File: config.mk
export PLATFORM = sky130hd
export DESIGN_NAME = reinitializer_multi_rect
export DESIGN_NICKNAME = d
export VERILOG_FILES = /design/src/rtl/reinitializer_multi_rect_pkg.sv /design/src/rtl/reinitializer_multi_rect_cmp.sv /design/src/rtl/reinitializer_multi_rect.sv
export SDC_FILE = /design/constraint.sdc
export NUM_CORES = 1
export LEC_CHECK = 0
export BUFFER_PORTS_ARGS = -buffer_cell sky130_fd_sc_hd__buf_2
export CORE_ASPECT_RATIO = 1.1
export CORE_MARGIN = 5
export CORE_UTILIZATION = 61
export CTS_CLUSTER_SIZE = 8
export DETAILED_ROUTE_END_ITERATION = 6
export MAX_ROUTING_LAYER = met4
export PLACE_DENSITY = 0.86
export SLEW_MARGIN = 20
export SYNTH_ARGS = -nofsm -noshare
export SYNTH_HDL_FRONTEND = slang
export SYNTH_SLANG_ARGS = --single-unit
File: constraint.sdc
create_clock -name conf_clk -period 8.23 [get_ports conf_clk]
set_clock_uncertainty 0.05 [all_clocks]
set_input_delay 0.823 -clock conf_clk [delete_from_list [all_inputs] [get_ports conf_clk]]
set_output_delay 0.823 -clock conf_clk [all_outputs]
set_load 0.03 [all_outputs]
File: src/rtl/reinitializer_multi_rect_pkg.sv
// Shared encodings for the multi-dimensional rectangular reinitializer.
package reinitializer_multi_rect_pkg;

  localparam logic [1:0] MODE_SINGLE     = 2'b00;
  localparam logic [1:0] MODE_REPEAT     = 2'b01;
  localparam logic [1:0] MODE_CONTINUOUS = 2'b10;

  typedef enum logic [2:0] {
    ST_CFG_MODE  = 3'd0,
    ST_CFG_COUNT = 3'd1,
    ST_CFG_MAX   = 3'd2,
    ST_RUN       = 3'd3,
    ST_DONE      = 3'd4
  } state_e;

  // Raw 2'b11 has no meaning of its own and behaves as a single pass.
  function automatic logic [1:0] decode_mode(input logic [1:0] raw);
    return ((raw == MODE_REPEAT) || (raw == MODE_CONTINUOUS)) ? raw : MODE_SINGLE;
  endfunction

endpackage

File: src/rtl/reinitializer_multi_rect_cmp.sv
// Per-dimension comparator: iteration variable against its upper bound.
module reinitializer_multi_rect_cmp #(
  parameter int W = 16
) (
  input  logic signed [W-1:0] ivar_i,
  input  logic signed [W-1:0] max_i,
  output logic                eq_o
);

  // Full-width signed equality; both operands share one width so no extension occurs.
  assign eq_o = (ivar_i == max_i);

endmodule

File: src/rtl/reinitializer_multi_rect.sv
// Reinitializer for rectangular iteration spaces: configured over conf_bus,
// then watches the iteration vector and restarts or completes on the last point.
module reinitializer_multi_rect
  import reinitializer_multi_rect_pkg::*;
#(
  parameter int DIMENSION                = 3,
  parameter int SELECT_WIDTH             = 3,
  parameter int ITERATION_VARIABLE_WIDTH = 16,
  parameter int SELECT_ID                = 6,
  parameter int RUN_COUNT_WIDTH          = 16
) (
  input  logic                                          conf_clk,
  input  logic                                          reset,
  input  logic [ITERATION_VARIABLE_WIDTH-1:0]           conf_bus,
  input  logic                                          conf_valid,
  input  logic [SELECT_WIDTH-1:0]                       sel,
  input  logic [DIMENSION-1:0]                          output_selector,
  input  logic [ITERATION_VARIABLE_WIDTH*DIMENSION-1:0] x_bus,
  input  logic                                          x_valid,
  output logic                                          conf_ack,
  output logic                                          reinitialize,
  output logic                                          gc_done,
  output logic [RUN_COUNT_WIDTH-1:0]                    run_count
);

  localparam int W   = ITERATION_VARIABLE_WIDTH;
  localparam int RCW = RUN_COUNT_WIDTH;
  localparam int KW  = (DIMENSION > 1) ? $clog2(DIMENSION) : 1;

  state_e                      state_q, state_d;
  logic [1:0]                  mode_q, mode_d;
  logic [RCW-1:0]              n_q, n_d;
  logic [RCW-1:0]              run_count_q, run_count_d;
  logic [KW-1:0]               k_q, k_d;
  logic [DIMENSION-1:0][W-1:0] max_q, max_d;
  logic [DIMENSION-1:0][W-1:0] ivar;
  logic [DIMENSION-1:0]        eq;
  logic                        reinit_q, reinit_d;
  logic                        done_q, done_d;
  logic                        ack_q, ack_d;
  logic                        wr, last, hit, next_en;
  logic [RCW:0]                count_inc;

  // Dimension 0 occupies the most significant slice of x_bus.
  for (genvar d = 0; d < DIMENSION; d++) begin : g_cmp
    assign ivar[d] = x_bus[W*(DIMENSION-1-d) +: W];
    reinitializer_multi_rect_cmp #(.W(W)) u_cmp (
      .ivar_i (ivar[d]),
      .max_i  (max_q[d]),
      .eq_o   (eq[d])
    );
  end

  assign last      = &eq;
  assign wr        = conf_valid && (sel == SELECT_WIDTH'(SELECT_ID)) && !ack_q;
  assign hit       = (state_q == ST_RUN) && x_valid && last;
  // One extra bit so the repeat comparison never sees a wrapped count.
  assign count_inc = {1'b0, run_count_q} + (RCW+1)'(1);

  // Whether the dimension after the one being loaded is enabled.
  always_comb begin
    next_en = 1'b0;
    for (int d = 0; d < DIMENSION-1; d++)
      if (k_q == KW'(d)) next_en = output_selector[d+1];
  end

  // State register.
  always_ff @(posedge conf_clk or posedge reset) begin
    if (reset) state_q <= ST_CFG_MODE;
    else       state_q <= state_d;
  end

  // Next-state: one accepted config word per step, then run until the final pass.
  always_comb begin
    state_d = state_q;
    case (state_q)
      ST_CFG_MODE:  if (wr) state_d = ST_CFG_COUNT;
      ST_CFG_COUNT: if (wr) state_d = output_selector[0] ? ST_CFG_MAX : ST_RUN;
      ST_CFG_MAX:   if (wr && ((k_q == KW'(DIMENSION-1)) || !next_en)) state_d = ST_RUN;
      ST_RUN: begin
        if (hit) begin
          case (mode_q)
            MODE_REPEAT:     if (count_inc >= {1'b0, n_q}) state_d = ST_DONE;
            MODE_CONTINUOUS: state_d = ST_RUN;
            default:         state_d = ST_DONE;
          endcase
        end
      end
      ST_DONE:  state_d = ST_DONE;
      default:  state_d = ST_CFG_MODE;
    endcase
  end

  // Output and datapath next values; everything lands in flops one edge later.
  always_comb begin
    mode_d      = mode_q;
    n_d         = n_q;
    k_d         = k_q;
    max_d       = max_q;
    run_count_d = run_count_q;
    reinit_d    = 1'b0;
    ack_d       = (state_d == ST_RUN) || (state_d == ST_DONE);
    done_d      = (state_d == ST_DONE);
    case (state_q)
      ST_CFG_MODE:  if (wr) mode_d = decode_mode(conf_bus[1:0]);
      ST_CFG_COUNT: if (wr) n_d = (conf_bus[RCW-1:0] == '0) ? RCW'(1) : conf_bus[RCW-1:0];
      ST_CFG_MAX: begin
        if (wr) begin
          for (int d = 0; d < DIMENSION; d++)
            if (k_q == KW'(d)) max_d[d] = conf_bus;
          k_d = k_q + KW'(1);
        end
      end
      ST_RUN: begin
        if (hit) begin
          case (mode_q)
            MODE_REPEAT: begin
              run_count_d = count_inc[RCW-1:0];
              reinit_d    = (count_inc < {1'b0, n_q});
            end
            MODE_CONTINUOUS: begin
              run_count_d = count_inc[RCW-1:0];
              reinit_d    = 1'b1;
            end
            default: run_count_d = RCW'(1);
          endcase
        end
      end
      default: ;
    endcase
  end

  // Configuration, counter and registered outputs.
  always_ff @(posedge conf_clk or posedge reset) begin
    if (reset) begin
      mode_q      <= MODE_SINGLE;
      n_q         <= '0;
      k_q         <= '0;
      max_q       <= '0;
      run_count_q <= '0;
      reinit_q    <= 1'b0;
      done_q      <= 1'b0;
      ack_q       <= 1'b0;
    end else begin
      mode_q      <= mode_d;
      n_q         <= n_d;
      k_q         <= k_d;
      max_q       <= max_d;
      run_count_q <= run_count_d;
      reinit_q    <= reinit_d;
      done_q      <= done_d;
      ack_q       <= ack_d;
    end
  end

  assign conf_ack     = ack_q;
  assign reinitialize = reinit_q;
  assign gc_done      = done_q;
  assign run_count    = run_count_q;

endmodule

== Word level (Yosys, flattened, before mapping) ==
Cells that the tools add are included.

* $add $sub $neg: 2
* $lt $le $gt $ge: 2
* Eq/ne operators: 16
* Mux-type cells: 16
* Reductions and logical operators: 22

{| class="wikitable"
|+ Operators with widths
! kind !! count
|-
| $eq 16x16->1 || 3
|-
| $mux 16 || 2
|-
| $add 16x1->17 const B || 1
|-
| $ge 17x16->1 || 1
|-
| $lt 17x16->1 || 1
|-
| $logic_not 16->1 || 1
|-
| $mux 3 || 5
|-
| $pmux 3 s5 || 1
|-
| $reduce_and 3->1 || 4
|-
| $eq 3x2->1 const B || 3
|-
| $eq 3x3->1 const B || 3
|-
| $reduce_and 2->1 || 4
|-
| $eq 2x1->1 const B || 3
|-
| $eq 2x2->1 const B || 3
|-
| $pmux 3 s2 || 1
|-
| $logic_and 1x1->1 || 5
|-
| $mux 1 || 5
|-
| $eq 3x1->1 const B || 1
|-
| $logic_not 3->1 || 1
|-
| $logic_or 1x1->1 || 3
|-
| $add 2x1->2 const B || 1
|-
| $logic_not 1->1 || 2
|-
| $logic_not 2->1 || 1
|-
| $mux 2 || 1
|-
| other kinds (2) || 2
|}

* Register bits: 90
* Bits of input ports: 74
* Output and inout port bits: 19
* Logic and storage cells: 69

== Longest topological paths before layout ==
* Depth after elaboration: 10
* Gate-level depth with buffers: 13

== Hierarchy ==
A second synthesis with hierarchy kept.

* Cells, all modules: 444
* Area, all modules: 4953.5 µm²

{| class="wikitable"
|+ By module, submodules not included
! module !! times used !! cells each !! area each (µm²) !! seq. area each (µm²)
|-
| reinitializer_multi_rect || 1 || 381 || 4420.5 || 2252.2
|-
| reinitializer_multi_rect_cmp || 3 || 21 || 177.7 || 0.0
|}

== Least setup slack after synthesis ==
Ideal clock, no wire load.

* Path type: register -> register
* Start point: register run_count_q[0] (netlist: run_count[0])
* End point: register ack_q (netlist: conf_ack)
* Setup time: 139 ps
* Arrival: 2833 ps
* Required time: 8041 ps
* Path slack: 5208 ps
* Stages on the path, launching flop included: 13
* Clock period less this slack: 3022 ps
* Cells stage by stage: dfrtp_1 -> ha_1 -> and3_1 -> and3_1 -> nand2_1 -> xnor2_1 -> ha_1 -> a21oi_1 -> o21ai_0 -> a41o_1 -> a211oi_1 -> nand4bb_1 -> a32oi_1

* Longest elaborated chain between the ends: 8

{| class="wikitable"
|+ Ends and longest elaborated chain
! what !! RTL line !! text
|-
| start: declaration || reinitializer_multi_rect.sv:33 || <nowiki>logic [RCW-1:0] run_count_q, run_count_d;</nowiki>
|-
| start signal: assignment || reinitializer_multi_rect.sv:149 || <nowiki>run_count_q <= run_count_d;</nowiki>
|-
| $add 16x1->17 (*) || reinitializer_multi_rect.sv:58 || <nowiki>assign count_inc = {1'b0, run_count_q} + (RCW+1)'(1);</nowiki>
|-
| $ge 17x16->1 (*) || reinitializer_multi_rect.sv:83 || <nowiki>MODE_REPEAT: if (count_inc >= {1'b0, n_q}) state_d = ST_DONE;</nowiki>
|-
| $mux 3 (*) || reinitializer_multi_rect.sv:83 ||
|-
| $pmux 3 s2 (*) || reinitializer_multi_rect.sv:82 || <nowiki>case (mode_q)</nowiki>
|-
| $mux 3 (*) || reinitializer_multi_rect.sv:81 || <nowiki>if (hit) begin</nowiki>
|-
| $pmux 3 s5 (*) || reinitializer_multi_rect.sv:76 || <nowiki>case (state_q)</nowiki>
|-
| $eq 3x2->1 / $eq 3x3->1 (equally long branches) || reinitializer_multi_rect.sv:102 || <nowiki>ack_d = (state_d == ST_RUN) || (state_d == ST_DONE);</nowiki>
|-
| $logic_or 1x1->1 (*) || reinitializer_multi_rect.sv:102 ||
|-
| named net ack_d || reinitializer_multi_rect.sv:40 || <nowiki>logic ack_q, ack_d;</nowiki>
|-
| end signal: assignment || reinitializer_multi_rect.sv:152 || <nowiki>ack_q <= ack_d;</nowiki>
|-
| end: declaration || reinitializer_multi_rect.sv:40 ||
|}

Mark *: on every way through the listed nets, which the timed path passes. The rest lies on a longest branch.
A chain may end at the register's enable or synchronous reset.

== Final worst setup path ==
Ends and elaborated chain as after synthesis.

==> metrics.csv <==
stage,metric,value,unit
logic_synthesis,synth_top_area_share,43.8,%
floorplan,die_h,106,µm
floorplan,coreArea,0.00832,mm²
clock_network,cts_setup_buffers,0,
routing,drt-wirelength-per-cell,17.9,µm
floorplan,start_util,61.8,%
floorplan,row_count,35,
clock_network,cts.sinks,90,
clock_network,cts_hold_buf,0,
pwr,ir_worst_vdd,0.111,mV
routing,vias,4091,
sta,finalSetupViolations,0,
grt,grt_pass1_vias,4164,
logic_synthesis,synth_top_cells_by_area,"dfrtp_1 (44%), mux2_2 (14%), xnor2_1 (6.3%)",
clock_network,htreeDepth,3,
finish,final_area,0.00590,mm²
worst_setup_path,crit-reg2reg-launch,run_count[0]$_DFFE_PP0P_,
routing,dr.first_iter.drc_count,247,
grt,antenna_found_initial,0,
grt,grt_pass1_wl,20200,µm
worst_setup_path,slowest_delay,0.45,ns
floorplan,num_io_pins,93,
sta,setup_tns,0,ns
worst_setup_path,reg2reg_slack,5.06,ns
finish,layout_common_cells,"buf_2 (92), dfrtp_1 (90), mux2_2 (63)",
routing,vias_per_cell,5.94,
logic_synthesis,async_reset_ff_share,100,%
worst_setup_path,cp_top_family,compound AO/OA/AOI/OAI gates,
logic_synthesis,synth_cells,480,
worst_setup_path,cp_cell_sequence,ha_1 -> and3_1 -> and3_1 -> nand2_1 -> xnor2_1 -> ha_1 -> a21oi_1 -> o21ai_0 -> a41o_1 -> a211oi_1 -> nand4bb_1 -> a32oi_1,
place,io_buffers,92,
run,max_cap_violations,0,
logic_synthesis,synth-warning-count,0,
logic_synthesis,yosys.cell_types.count,49,
worst_setup_path,crit_path_start,run_count[0]$_DFFE_PP0P_,
finish,nNetsFinal,669,
floorplan,die_area,0.0104,mm²
worst_setup_path,path_class,register to register,
finish,layout_commonest_cell,buf_2,
clock_network,cts_tree,yes,
sta,slew-limit-headroom,43.9,%
logic_synthesis,synth_fp_nets,576,
logic_synthesis,ys_seq_elements,90,
place,gp_congestion,0.906,
routing,antenna_left,0,
sta,tightest_slew,0.839,ns
clock_network,clock_path_buffers,2,
routing,drt_wl_total,12400,µm
sta,final_hold_viol_count,0,
sta,fmax,316,MHz
clock_network,clock-root-buffer,clkbuf_8,
logic_synthesis,synth_edf_count,0,
logic_synthesis,synth_ff_type,dfrtp_1,
grt,grt_use_total,25.3,%
worst_setup_path,cp.arrival,3.35,ns
worst_setup_path,cp_max_fo,7,
logic_synthesis,synth_area,0.00514,mm²
clock_network,clock_latency,0.37,ns
finish,drive_gt1_share,30.8,%
worst_setup_path,slowest_stage,dfrtp_1,
grt,grt_max_degree,61,
sta,post-route-period-util,38.5,%
run_status,run_status,"complete, no violations",
worst_hold_path,hp-class,input pin to asynchronous set/reset pin,
finish,fillers,623,
sta,rsz0062_at_grt,false,
sta,min_period,3.17,ns
floorplan,dieWidth,97.5,µm
logic_synthesis,avgSynthCellArea,10.7,µm²
place,detailed_place_hpwl,9500,µm
worst_setup_path,crit_buf_inv,0,
pwr,p_leak,2.93,nW
pwr,cellPowerDensity,210,mW/mm²
routing,first_pass_iters,6,
clock_network,numCtsBuffers,9,
clock_network,cts_resized,0,
routing,drc,0,
place,place_area,0.00570,mm²
logic_synthesis,seq_area_frac_synth,43.8,%
grt,gr-total-overflow,0,
finish,antenna_cells,0,
finish,syn_to_final_growth,14.7,%
clock_network,clk_pin_slew_worst_paths,0.10,ns
worst_setup_path,critPathLaunchType,register,
worst_setup_path,end_kind,register,
logic_synthesis,synth_largest_area_cell,dfrtp_1,
sta,maxSlewViolCount,0,
worst_setup_path,crit_required,8.41,ns
## Yosys cell counts, types with 11 or more instances
cell type	number
o21ai_0	30
ha_1	22
xnor2_1	37
dfrtp_1	90
mux2_2	63
inv_1	27
nor2b_1	11
nand2_1	32
xor2_1	23
nand2b_1	19
nand4_1	13
nor4_1	11
## layer usage
layer | share of wire [%] | GRT usage [%] | vias up
met5 | 0 | - | -
met4 | 2.5 | 8.41 | 0
met3 | 5.5 | 3.74 | 30
met2 | 52 | 43.5 | 161
met1 | 40 | 30.6 | 2002
li1 | - | - | 1898
## worst register-to-register path, cell delays in order, from the launching register on
cell,delay (ns)
dfrtp_1,0.45
ha_1,0.23
and3_1,0.22
and3_1,0.27
nand2_1,0.09
xnor2_1,0.20
ha_1,0.28
a21oi_1,0.13
o21ai_0,0.08
a41o_1,0.22
a211oi_1,0.42
nand4bb_1,0.24
a32oi_1,0.13
## cells by family (layout without fill, tap and decap cells)
logic type | after synthesis | in the layout | synth area share (%)
flops | 90 | 90 | 43.8
fa+ha+maj | 22 | 22 | 5.35
simple gates | 147 | 147 | 16.7
buf+inv | 39 | 137 | 3.07
xor+xnor | 60 | 60 | 10.2
compound gates | 59 | 59 | 7.10
mux | 63 | 63 | 13.8
## path summary, 6_finish.rpt
path                                              to  depth (start not counted)
setup / recovery                  conf_ack$_DFF_PP0_                         12
hold / removal             run_count[13]$_DFFE_PP0P_                          2
setup reg to reg                  conf_ack$_DFF_PP0_                         12
hold reg to reg                   n_q[0]$_DFFE_PP0P_                          2
max in group asynchronous      max_q[17]$_DFFE_PP0P_                          3
min in group conf_clk             n_q[0]$_DFFE_PP0P_                          2
## per-stage QoR
| stage | setup WS, ns | power [mW] | cells | util [%] | hold slack, ns |
|---|---|---|---|---|---|
| floorplan | 5.02 | 0.837 | 480 | - | 0.404 |
| global placement | 5.16 | 0.926 | 673 | 68.5 | 0.438 |
| detailed placement | 5.10 | 0.944 | 673 | 68.5 | 0.441 |
| CTS | 5.08 | 1.24 | 689 | 70.9 | 0.439 |
| global route | 4.75 | 1.32 | 689 | 70.9 | 0.466 |
| finish | 5.06 | 1.24 | 689 | 70.9 | 0.419 |
## registers in the layout (all words and copies together) (netlist names)
name	flops
mode_q	2
reinitialize	1
gc_done	1
max_q	48
run_count	16
k_q	2
conf_ack	1
state_q	3
n_q	16
## area by class of cell
class | count | area (µm²) | share of cell area [%]
multi-input combinational | 351 | 2730 | 46.3
timing repair buffer | 94 | 475 | 8.06
clock inverter | 7 | 72.6 | 1.23
sequential | 90 | 2250 | 38.2
inverter | 27 | 103 | 1.74
tap | 111 | 139 | 2.35
clock buffer | 9 | 124 | 2.10
## where the power goes
group,switching [mW],total (mW),internal [mW]
clock network,0.180,0.299,0.119
registers,0.0522,0.565,0.513
logic,0.201,0.378,0.177
Note: power is estimated with default switching activity, not from simulation.
